### config.mk
export PLATFORM = sky130hd
export DESIGN_NAME = symbol_tx_flat
export DESIGN_NICKNAME = d
export VERILOG_FILES = /design/src/rtl/symbol_tx_if.sv /design/src/rtl/symbol_tx.sv /design/src/flat_wrapper.sv
export SDC_FILE = /design/constraint.sdc
export NUM_CORES = 1
export LEC_CHECK = 0
export ABC_AREA = 1
export CAP_MARGIN = 20
export CORE_UTILIZATION = 46
export CTS_CLUSTER_SIZE = 30
export DETAILED_ROUTE_END_ITERATION = 8
export DONT_BUFFER_PORTS = 1
export SLEW_MARGIN = 20
export SYNTH_ARGS = -nofsm -noshare
export SYNTH_HDL_FRONTEND = slang
export SYNTH_SLANG_ARGS = --single-unit
### constraint.sdc
create_clock -name CLOCK_50 -period 1.8 [get_ports CLOCK_50]
set_input_delay 0.27 -clock CLOCK_50 [delete_from_list [all_inputs] [get_ports CLOCK_50]]
set_output_delay 0.27 -clock CLOCK_50 [all_outputs]
set_load 0.02 [all_outputs]
### src/rtl/symbol_tx_if.sv
// Byte-source and codec-sample handshake bundle for symbol_tx.
//   write_ready      codec can take one sample this cycle
//   write            sample-write strobe to the codec
//   writedata_left   signed 24-bit sample, left channel
//   writedata_right  signed 24-bit sample, right channel
//   byte_in          byte to transmit
//   byte_valid       byte_in is valid
//   byte_ready       transmitter can accept a byte this cycle
//   busy             frame in progress
// The master modport is the environment (byte source plus codec side);
// the slave modport is the transmitter.
interface symbol_tx_if;
  logic        write_ready;
  logic        write;
  logic [23:0] writedata_left;
  logic [23:0] writedata_right;
  logic [7:0]  byte_in;
  logic        byte_valid;
  logic        byte_ready;
  logic        busy;

  modport master (
    output write_ready, byte_in, byte_valid,
    input  write, writedata_left, writedata_right, byte_ready, busy
  );

  modport slave (
    input  write_ready, byte_in, byte_valid,
    output write, writedata_left, writedata_right, byte_ready, busy
  );
endinterface

### src/rtl/symbol_tx.sv
// BPSK byte transmitter feeding an audio codec.
// Each accepted byte is sent as a 10-bit frame: start (0), 8 data bits LSB first, stop (1).
// Every bit lasts SAMPLES_PER_BIT codec strobes. The carrier is a square wave with
// HALF_PERIOD strobes per half-cycle; a 0 bit inverts it. Idle frames emit silence (0).
// Ports:
//   CLOCK_50  sole clock, rising edge
//   reset     asynchronous, active-low
//   bus       symbol_tx_if slave modport (codec sample handshake + byte input)
module symbol_tx #(
  parameter int unsigned        SAMPLES_PER_BIT = 48,
  parameter int unsigned        HALF_PERIOD     = 4,
  parameter logic signed [23:0] AMPLITUDE       = 24'sh200000
) (
  input logic        CLOCK_50,
  input logic        reset,
  symbol_tx_if.slave bus
);

  localparam int unsigned SampleW = (SAMPLES_PER_BIT > 1) ? $clog2(SAMPLES_PER_BIT) : 1;
  localparam int unsigned PhaseW  = (HALF_PERIOD > 1) ? $clog2(HALF_PERIOD) : 1;
  localparam logic [SampleW-1:0] LastSample = SampleW'(SAMPLES_PER_BIT - 1);
  localparam logic [PhaseW-1:0]  LastPhase  = PhaseW'(HALF_PERIOD - 1);
  // AMPLITUDE <= 8388607, so the negation always fits in 24 bits.
  localparam logic signed [23:0] NegAmplitude = -AMPLITUDE;

  typedef enum logic [1:0] {StIdle, StStart, StData, StStop} state_e;

  state_e             state_q, state_d;
  logic [SampleW-1:0] sample_cnt_q, sample_cnt_d;
  logic [2:0]         bit_idx_q, bit_idx_d;
  logic [PhaseW-1:0]  phase_q, phase_d;
  logic               sign_neg_q, sign_neg_d;
  logic [7:0]         shift_q, shift_d;
  logic [23:0]        data_q, data_d;

  logic        strobe;
  logic        cur_bit;
  logic        last_sample;
  logic [23:0] sample_val;

  assign strobe      = bus.write_ready;
  assign last_sample = (sample_cnt_q == LastSample);

  always_comb begin
    cur_bit = 1'b0;
    unique case (state_q)
      StIdle:  cur_bit = 1'b0;
      StStart: cur_bit = 1'b0;
      StData:  cur_bit = shift_q[0];
      StStop:  cur_bit = 1'b1;
      default: cur_bit = 1'b0;
    endcase
  end

  // Positive carrier XOR (bit == 0) reduces to sign_neg XOR bit.
  always_comb begin
    if (state_q == StIdle) begin
      sample_val = 24'd0;
    end else if (sign_neg_q ^ cur_bit) begin
      sample_val = AMPLITUDE;
    end else begin
      sample_val = NegAmplitude;
    end
  end

  always_comb begin
    state_d      = state_q;
    sample_cnt_d = sample_cnt_q;
    bit_idx_d    = bit_idx_q;
    phase_d      = phase_q;
    sign_neg_d   = sign_neg_q;
    shift_d      = shift_q;
    data_d       = data_q;

    // Carrier and output register run on every strobe, idle included.
    if (strobe) begin
      data_d = sample_val;
      if (phase_q == LastPhase) begin
        phase_d    = '0;
        sign_neg_d = ~sign_neg_q;
      end else begin
        phase_d = phase_q + PhaseW'(1);
      end
    end

    unique case (state_q)
      StIdle: begin
        if (bus.byte_valid) begin
          state_d      = StStart;
          shift_d      = bus.byte_in;
          sample_cnt_d = '0;
          bit_idx_d    = '0;
        end
      end
      StStart, StData, StStop: begin
        if (strobe) begin
          if (!last_sample) begin
            sample_cnt_d = sample_cnt_q + SampleW'(1);
          end else begin
            sample_cnt_d = '0;
            unique case (state_q)
              StStart: state_d = StData;
              StData: begin
                shift_d = shift_q >> 1;
                if (bit_idx_q == 3'd7) begin
                  state_d   = StStop;
                  bit_idx_d = '0;
                end else begin
                  bit_idx_d = bit_idx_q + 3'd1;
                end
              end
              StStop:  state_d = StIdle;
              default: state_d = StIdle;
            endcase
          end
        end
      end
      default: state_d = StIdle;
    endcase
  end

  always_ff @(posedge CLOCK_50 or negedge reset) begin
    if (!reset) begin
      state_q      <= StIdle;
      sample_cnt_q <= '0;
      bit_idx_q    <= '0;
      phase_q      <= '0;
      sign_neg_q   <= 1'b0;
      shift_q      <= '0;
      data_q       <= '0;
    end else begin
      state_q      <= state_d;
      sample_cnt_q <= sample_cnt_d;
      bit_idx_q    <= bit_idx_d;
      phase_q      <= phase_d;
      sign_neg_q   <= sign_neg_d;
      shift_q      <= shift_d;
      data_q       <= data_d;
    end
  end

  assign bus.write           = bus.write_ready;
  assign bus.writedata_left  = data_q;
  assign bus.writedata_right = data_q;
  assign bus.byte_ready      = (state_q == StIdle);
  assign bus.busy            = (state_q != StIdle);

endmodule

### src/flat_wrapper.sv
// flat-port wrapper written by rule: the top's interface ports become plain ports
module symbol_tx_flat 
#(
  parameter int unsigned        SAMPLES_PER_BIT = 48,
  parameter int unsigned        HALF_PERIOD     = 4,
  parameter logic signed [23:0] AMPLITUDE       = 24'sh200000
)
  (CLOCK_50, reset, bus_write_ready, bus_byte_in, bus_byte_valid, bus_write, bus_writedata_left, bus_writedata_right, bus_byte_ready, bus_busy);
  symbol_tx_if bus_i ();
  input logic CLOCK_50;
  input logic reset;
  input wire logic [$bits(bus_i.write_ready)-1:0] bus_write_ready;
  input wire logic [$bits(bus_i.byte_in)-1:0] bus_byte_in;
  input wire logic [$bits(bus_i.byte_valid)-1:0] bus_byte_valid;
  output wire logic [$bits(bus_i.write)-1:0] bus_write;
  output wire logic [$bits(bus_i.writedata_left)-1:0] bus_writedata_left;
  output wire logic [$bits(bus_i.writedata_right)-1:0] bus_writedata_right;
  output wire logic [$bits(bus_i.byte_ready)-1:0] bus_byte_ready;
  output wire logic [$bits(bus_i.busy)-1:0] bus_busy;
  assign bus_i.write_ready = bus_write_ready;
  assign bus_i.byte_in = bus_byte_in;
  assign bus_i.byte_valid = bus_byte_valid;
  assign bus_write = bus_i.write;
  assign bus_writedata_left = bus_i.writedata_left;
  assign bus_writedata_right = bus_i.writedata_right;
  assign bus_byte_ready = bus_i.byte_ready;
  assign bus_busy = bus_i.busy;
  symbol_tx #(.SAMPLES_PER_BIT(SAMPLES_PER_BIT), .HALF_PERIOD(HALF_PERIOD), .AMPLITUDE(AMPLITUDE)) u_core (.CLOCK_50(CLOCK_50), .reset(reset), .bus(bus_i));
endmodule
==> Word level (Yosys, flattened, before mapping) <==
Cells that the tools add are included.
{ "totals": {"register_bits": 46, "latch_bits": 0, "ram_bits": 0, "romBits": 0, "input_bits": 12, "output_inout_bits": 51, "word_cells": 56, "memories": 0} }
{ "op_classes": {"addsub": 3, "multipliers": 0, "n_div": 0, "n_lt_le_gt_ge": 0, "eq_ne": 11, "shift": 0, "mux": 25, "bitwise": 2, "n_reduce_logical": 8} }
{ "ops": {"columns": ["operator", "count"], "rows": [
  ["24-bit 2-to-1 mux", 2],
  ["8-bit 2-to-1 mux", 4],
  ["6-bit 2-to-1 mux", 3],
  ["8-bit case mux with 2 select lines", 1],
  ["3-bit 2-to-1 mux", 5],
  ["6-bit case mux with 2 select lines", 1],
  ["2-bit 2-to-1 mux", 5],
  ["2-bit case mux with 2 select lines", 2],
  ["4-bit AND reduction", 2],
  ["6-bit by 1-bit adder with 6-bit output, second input constant", 1],
  ["2-bit == test, second input constant", 3],
  ["6-bit == test, second input constant", 1],
  ["3-bit case mux with 2 select lines", 1],
  ["2-bit by 1-bit inequality test with 1-bit output, second input constant", 2],
  ["2-bit inequality test, second input constant", 2],
  ["2-bit AND reduction", 2],
  ["3-bit by 1-bit adder with 3-bit output, second input constant", 1],
  ["3-bit == test, second input constant", 1],
  ["3-bit by 2-bit inequality test with 1-bit output, second input constant", 1],
  ["1-bit case mux with 3 select lines", 1],
  ["3-bit OR reduction", 1],
  ["2-bit by 1-bit adder with 2-bit output, second input constant", 1],
  ["2-bit by 1-bit == test with 1-bit output, second input constant", 1],
  ["2-bit zero test", 1],
  ["4 further kinds", 4]
]} }

==> Depth between registers and ports, before layout <==
Gate-level depths: netlist (run 1).
{ "logic_depth": {"ltp_word": 6, "mapped_depth": 9, "depth_no_buf": 9} }

==> Worst setup path before layout (run 1) <==
No wires, ideal clock.
{ "synth_timing": {"path_kind": "register to register", "startpoint": "register u_core.state_q[1]", "endpoint": "register u_core.shift_q[2]", "setup_time_ns": 0.122, "t_arrival_ns": 1.536, "required_time_ns": 1.678, "path_slack_ns": 0.142, "path_stages_with_launch": 10, "n_path_buf": 1, "synth_period_minus_slack_ns": 1.658, "path_cell_list": "dfrtp_1 inv_1 ha_1 inv_1 nor2_1 nor2_2 nand3_4 buf_6 nand2_1 o21ai_2"} }
{ "synth_via": {"elab_cells_between_ends": 11, "classes_between": "eq/ne: 7; mux: 1; reduce/logical: 3"} }
{ "synth_lines": {"columns": ["item", "line_no", "text"], "rows": [
  ["start: declaration", "symbol_tx.sv:28", "state_e state_q, state_d;"],
  ["start signal: assignment", "symbol_tx.sv:124", "state_q <= StIdle;"],
  ["start signal: assignment", "symbol_tx.sv:132", "state_q <= state_d;"],
  ["2-bit zero test *", null, null],
  ["named net bus_byte_ready", "flat_wrapper.sv:18", "output wire logic [$bits(bus_i.byte_ready)-1:0] bus_byte_ready;"],
  ["2-bit inequality test (no line)", null, null],
  ["4-bit AND reduction (no line)", null, null],
  ["end signal: assignment", "symbol_tx.sv:137", "shift_q <= shift_d;"],
  ["end: declaration", "symbol_tx.sv:33", "logic [7:0] shift_q, shift_d;"]
]} }
The timed path passes the listed nets; every way through them passes the cells marked *.
A chain may end at the register's enable or synchronous reset.

==> Worst setup path after layout (run 1) <==
{ "layout_timing": {"startpoint": "register u_core.state_q[0]", "endpoint": "register u_core.bit_idx_q[1]"} }
{ "layout_via": {"elab_chain_len": 4, "elab_cells_between_ends": 11, "classes_between": "eq/ne: 7; mux: 1; reduce/logical: 3"} }
{ "layout_rtl": {"columns": ["item", "line_no", "text"], "rows": [
  ["2-bit by 1-bit == test with 1-bit output (tied with other cells)", "symbol_tx.sv:86", "unique case (state_q)"],
  ["3-bit OR reduction", "symbol_tx.sv:86", null],
  ["2-bit by 1-bit inequality test with 1-bit output (no line) / 2-bit inequality test (equally long branches)", null, null],
  ["4-bit AND reduction (no line)", null, null],
  ["end signal: assignment", "symbol_tx.sv:134", "bit_idx_q <= bit_idx_d;"],
  ["end: declaration", "symbol_tx.sv:30", "logic [2:0] bit_idx_q, bit_idx_d;"]
]} }
Parallel ways exist; a longest one is shown, timed or not.

==> results of run 1 <==
## what timing repair did
| item | 4_1_cts | 5_1_grt |
|---|---|---|
| endpoints found under the hold margin | 24 | 0 |
| hold buffers | 2 | 0 |
| setup buffers | 0 | 0 |
| resized for setup | 0 | 2 |
| setup endpoints to repair | 0 | 10 |
## stage by stage
step	std cells	util, %	instance area, sq um	hold slack (ps)
finish	236	47.7	1620	17.8
global route	236	47.7	1620	2.53
CTS	235	47.0	1590	4.68
detailed placement	229	45.1	1530	-25.0
global placement	229	45.1	1530	-25.1
floorplan	228	-	1810	-25.6
## sequential cells by signal, summed over array words and instances (netlist names)
name and cells:
u_core.shift_q 8, u_core.sample_cnt_q 6, u_core.bit_idx_q 3, u_core.bus.writedata_left 2, u_core.phase_q 2, u_core.state_q 2
u_core.sign_neg_q 1
## worst min path at each step
stage                               start                             to  slack (ps)  cells after the start
after floorplan                     reset            u_core.bit_idx_q[0]         -30                      0
after global placement              reset  u_core.bus.writedata_left[22]         -30                      0
after detailed placement            reset  u_core.bus.writedata_left[21]         -30                      0
after CTS                 bus_write_ready              u_core.phase_q[0]           5                      1
after global routing      bus_write_ready              u_core.phase_q[0]           3                      1
final                     bus_write_ready              u_core.phase_q[0]          20                      1
## placed cells by master, fill, tap and decap left out, types with 2 or more instances in the layout
cell / Yosys / routed
ha_1: 8 / 8
a21oi_1: 3 / 3
clkbuf_4: 0 / 3
mux2i_1: 7 / 7
conb_1: 1 / 42
nand2_2: 2 / 2
nor2_1: 10 / 10
o21ai_2: 10 / 10
nand3_4: 1 / 2
dfrtp_1: 24 / 24
nand2_1: 35 / 35
buf_4: 47 / 5
nand4_1: 2 / 2
xnor2_1: 3 / 3
nand3_1: 4 / 4
o21ai_0: 6 / 6
inv_1: 14 / 14
## kinds of logic (layout without fill, tap and decap cells)
kind of cell               after synthesis  in the layout  share of synthesized area (%)
adders and majority gates                8              8                           6.03
xor gates and xnor gates                 4              4                           2.11
muxes                                    7              7                           4.22
buffers and inverters                   64             25                           26.1
and+or+nand+nor                         58             59                           15.7
AOI/OAI and AO/OA                       21             21                           9.43
other                                    1             42                          0.226
DFF                                     24             24                           36.2
## area by class of cell
type / count / area (sq um) / area share, %
clock buffer: 4 / 36.3 / 2.24
inverter: 14 / 52.6 / 3.25
multi-input combinational: 141 / 802 / 49.6
sequential: 24 / 601 / 37.2
tap: 46 / 57.6 / 3.56
timing repair buffer: 7 / 67.6 / 4.18
## worst reg2reg max path, delay by kind of cell (launching register included)
family | cells | cell delay (ps)
simple gates | 2 | 460
fa+ha+maj | 1 | 230
buf+inv | 2 | 280
flops | 1 | 410
compound gates | 1 | 170
## power breakdown
group	total [uW]	internal [uW]	switching, uW
logic	1260	451	805
clock network	291	124	168
registers	942	758	184
## routing by layer
metal	vias to the layer above	GRT usage [%]	routed length, microns
met1	483	17.7	1190
met3	3	3.73	146
met5	-	0	0
met2	37	24.2	1150
li1	512	-	-
met4	0	4.76	12
==> impl_metrics.py, run 1 <==
metrics = {
    "yosys": {
        "synth_most_common_cell": "buf_4",
        "netlist_area_sq_um": 1660,
        "yosysWarnings": 0,
        "ys_ff_latch": 24,
        "synthCells": 187,
        "yosysTopAreaCellShare_pct": 36.2,
        "postSynthAreaPerCell_sq_um": 8.87,
        "synthFlopType": "dfrtp_1",
        "ys_top_cells_by_count": "47 x buf_4, 35 x nand2_1, 24 x dfrtp_1, 14 x inv_1",
        "yosysTopAreaCell": "dfrtp_1",
        "yosysUniqueCellTypes": 24,
        "yosys-top-cells-area": "dfrtp_1 36%, buf_4 21%, nand2_1 7.9%",
        "ys_seq_area_share_pct": 36.2,
        "synth_edf_count": 0,
        "synthArstFlopShare_pct": 100,
    },
    "place": {
        "place.port_buffers": 0,
        "preCtsSetupSlack_ps": 105,
        "dp_hpwl_mm": 1.83,
        "gp_congestion": 0.715,
    },
    "sta": {
        "setup_ws_ps": 197,
        "finalSetupViolCount": 0,
        "finalHoldViolCount": 0,
        "post-route-period-util_pct": 89.1,
        "fmax_mhz": 624,
        "slew_viol_final": 0,
        "finalCriticalPeriod_ps": 1600,
        "rsz0062_at_grt": "no",
        "fin_skew_ps": 10.8,
        "tns_ps": 0,
    },
    "pwr": {
        "leakage_uw": 0.000829,
        "peakVddDrop_v": 0.000793,
        "total_power_uw": 2490,
        "power.density_nw_per_um2": 1540,
    },
    "global_routing": {
        "grt_usage_pct": 14.3,
        "grt_overflow_total": 0,
        "grt_max_degree": 25,
        "grt_pass1_wl_mm": 4.01,
        "antenna_found_initial": 0,
        "grt_pass1_vias": 918,
    },
    "critical_path": {
        "reg2reg_slack_ps": 200,
        "criticalPathCategory": "flop to flop",
        "cp_cell_sequence": "inv_1, ha_1, inv_1, nand2_1, nand3_4, o21ai_2",
        "r2r_cells": 6,
        "endpoint": "u_core.bit_idx_q[1]",
        "end_kind": "flop",
        "cp_top_family": "simple AND/OR/NAND/NOR gates",
        "slowest_delay_ps": 410,
        "rr_endpoint": "u_core.bit_idx_q[1]",
        "crit_arrival_ps": 1860,
        "worst-path-max-fanout": 10,
        "cp_slowest_cell": "dfrtp_1",
        "crit_path_frequent_cell": "inv_1",
        "startpoint_type": "flop",
        "path_depth": 6,
        "crit_start": "u_core.state_q[0]",
        "path_buf_inv": 2,
        "worstPathRequired_ps": 2050,
        "rr_startpoint": "u_core.state_q[0]",
    },
    "layout": {
        "synthToLayoutAreaGrowth_pct": -2.56,
        "fill_cells": 331,
        "drive_gt1_share_pct": 15.3,
        "insertedDiodeCount": 0,
        "layout.nets": 211,
    },
    "routing": {
        "drt_pass1_iterations": 4,
        "drt_wl_total_mm": 2.50,
        "via_per_inst": 4.39,
        "vias": 1035,
        "drc": 0,
        "detail-route-antenna-nets": 0,
        "wl_per_cell_microns": 10.6,
        "initialDrtViolationCount": 44,
    },
    "cts": {
        "numCtsBuffers": 3,
        "clk_pin_slew_ps": 140,
        "clock_tree.buffer_depth": 2,
        "cts_num_sinks": 24,
        "h-tree-depth": 1,
        "clk_latency_ps": 320,
        "root_buffer": "clkbuf_4",
        "cts_tree": "yes",
    },
    "floorplanning": {
        "core_sq_um": 3390,
        "start_util_pct": 48.9,
        "die-area_sq_um": 3850,
        "ios": 63,
        "die_x_microns": 62.1,
        "die_h_microns": 62.1,
        "rows": 21,
    },
    "worst_hold_path": {
        "hp-class": "input pin to flop",
    },
    "run": {
        "drv_cap": 0,
    },
    "status": {
        "status": "complete, no violations",
    },
}
Power figures use the tool's default switching activity.
==> run 2: changes to the inputs <==
==> constraint.sdc (replaced) <==
create_clock -name CLOCK_50 -period 1.4 [get_ports CLOCK_50]
set_input_delay 0.21 -clock CLOCK_50 [delete_from_list [all_inputs] [get_ports CLOCK_50]]
set_output_delay 0.21 -clock CLOCK_50 [all_outputs]
set_load 0.02 [all_outputs]
==> run 2 against run 1 <==
  * The run now ends with setup timing left
  * Sequential power increased by 31%
  * Utilization increased by 5.6 points
  * Critical path depth increased by 4
  * Clock-buffer cell count decreased by 1
  * Sequential share of layout area decreased by 3.9 points
  * Register-to-register slack got worse by 260 ps
  * Power increased by 46%
  * Setup slack got worse by 260 ps
  * Worst hold slack improved by 33 ps
  * Die area unchanged
  * Final area increased by 12%
  * First-iteration DRC count decreased by 39%
  * Largest cell class unchanged
==> impl_metrics.py, run 2 (synthesis gave the netlist of run 1 again) <==
metrics = {
    "pwr": {
        "peakVddDrop_v": 0.000894,
        "leakage_uw": 0.000910,
        "power.density_nw_per_um2": 2010,
    },
    "sta": {
        "fin_skew_ps": 9.02,
        "finalHoldViolCount": 0,
        "slew_viol_final": 0,
        "tns_ps": -636,
        "finalCriticalPeriod_ps": 1460,
        "setup_ws_ps": -60.6,
        "post-route-period-util_pct": 104,
        "finalSetupViolCount": 15,
        "rsz0062_at_grt": "yes",
        "fmax_mhz": 685,
    },
    "global_routing": {
        "grt_pass1_wl_mm": 4.41,
        "grt_overflow_total": 0,
        "grt_pass1_vias": 1051,
        "antenna_found_initial": 0,
        "grt_usage_pct": 16.1,
        "grt_max_degree": 25,
    },
    "cts": {
        "clock_tree.buffer_depth": 2,
        "h-tree-depth": 1,
        "cts_tree": "yes",
        "root_buffer": "clkbuf_4",
        "cts_num_sinks": 24,
        "clk_pin_slew_ps": 130,
        "numCtsBuffers": 3,
        "clk_latency_ps": 310,
    },
    "routing": {
        "wl_per_cell_microns": 11.4,
        "detail-route-antenna-nets": 0,
        "initialDrtViolationCount": 27,
        "drt_wl_total_mm": 2.84,
        "via_per_inst": 4.43,
        "vias": 1103,
        "drc": 0,
        "drt_pass1_iterations": 2,
    },
    "layout": {
        "drive_gt1_share_pct": 28.6,
        "top_regs": "u_core.shift_q: 8 flops, u_core.sample_cnt_q: 6 flops, u_core.bit_idx_q: 3 flops",
        "layout.nets": 225,
        "most-common-layout-cells": "42 x conb_1, 26 x nand2_1, 24 x dfrtp_1, 15 x buf_4",
        "final_common_cell": "conb_1",
        "largest_reg_flops": 8,
        "fin_cells": 249,
        "insertedDiodeCount": 0,
        "design_area_sq_um": 1810,
        "top_register": "u_core.shift_q",
        "synthToLayoutAreaGrowth_pct": 8.97,
    },
    "status": {
        "status": "finished with violations",
        "violations": "setup timing",
    },
    "critical_path": {
        "rr_startpoint": "u_core.state_q[0]",
        "criticalPathCategory": "flop to flop",
        "crit_arrival_ps": 1670,
        "rr_endpoint": "u_core.shift_q[3]",
        "crit_path_frequent_cell": "nor2_4",
        "cp_cell_sequence": "inv_2, buf_6, ha_4, inv_4, nor2_4, nor2_4, nand3_4, buf_12, nand2_2, o21ai_2",
        "worst-path-max-fanout": 14,
        "end_kind": "flop",
        "crit_start": "u_core.state_q[0]",
        "slowest_delay_ps": 380,
        "reg2reg_slack_ps": -60,
        "r2r_cells": 10,
        "cp_slowest_cell": "dfrtp_1",
        "startpoint_type": "flop",
        "worstPathRequired_ps": 1610,
        "endpoint": "u_core.shift_q[3]",
    },
    "place": {
        "gp_congestion": 0.675,
        "dp_cells": 239,
        "preCtsSetupSlack_ps": -124,
        "place.port_buffers": 0,
        "postPlaceCellArea_sq_um": 1660,
        "dp_hpwl_mm": 2.16,
    },
    "run": {
        "drv_cap": 0,
    },
    "floorplanning": {
        "die_h_microns": 62.1,
        "die-area_sq_um": 3850,
        "core_sq_um": 3390,
        "start_util_pct": 48.9,
        "rows": 21,
        "ios": 63,
        "die_x_microns": 62.1,
    },
    "worst_hold_path": {
        "hp-class": "input pin to flop",
    },
}
-- run 2: cell types whose count changed in the layout (fill, tap and decap cells not counted), moves of 3 or more --
cell and delta:
nand2_1 -9, nand2_2 +6, buf_4 +10, inv_1 -4, nand2_4 +3, inv_2 +3
-- run 2: area by class of cell --
cell class	count	area, sq um
Fill cell	318	1580
Multi-Input combinational cell	140	862
Sequential cell	24	601
Timing Repair Buffer	22	210
Tap cell	46	57.6
Inverter	14	55.1
Clock buffer	3	22.5
-- run 2: stage by stage --
step / power (uW) / utilization, % / hold WS [ps]
final: 3640 / 53.3 / 50.4
after CTS: 3600 / 52.4 / 31.6
after global routing: 3950 / 53.3 / 34.3
after detailed placement: 3120 / 48.9 / -84.9
after global placement: 3010 / 48.9 / -84.9
after floorplan: 2740 / - / -85.6
-- run 2: worst min path at each step --
stage               slack, ps  cells past startpoint       startpoint                       endpoint
detailed placement        -80                      0            reset              u_core.sign_neg_q
finish                     50                      2   bus_byte_in[7]              u_core.shift_q[7]
global route               30                      2  bus_write_ready  u_core.bus.writedata_left[22]
CTS                        30                      2   bus_byte_in[7]              u_core.shift_q[7]
floorplan                 -90                      0            reset            u_core.bit_idx_q[0]
global placement          -80                      0            reset              u_core.phase_q[0]
-- run 2: metal layers --
| metal | share of wire, % | routed length, microns | GRT usage [%] | vias up |
|---|---|---|---|---|
| li1 | - | - | - | 534 |
| met1 | 41 | 1160 | 17.8 | 518 |
| met2 | 51 | 1450 | 29.5 | 47 |
| met3 | 7.0 | 198 | 3.52 | 4 |
| met4 | 1.1 | 32 | 6.67 | 0 |
| met5 | 0 | 0 | 0 | - |
-- run 2: what timing repair did --
item	in CTS	in global routing
resized for setup	10	6
endpoints found under the setup margin	19	19
buffers inserted	3	1
pin swaps	2	1
hold buffers	3	0
hold endpoints to repair	26	0
-- run 2: critical path, delay by kind of cell (launching register included) --
kind            cells  cell delay [ps]
flops               1              380
fa+ha+maj           1              160
buf+inv             4              430
simple gates        4              340
compound gates      1               40
-- run 2: power by group --
part,switching [uW],total (uW),internal [uW]
sequential,255,1230,975
clock,200,301,101
combinational,1180,2110,928
total,1630,3640,2000
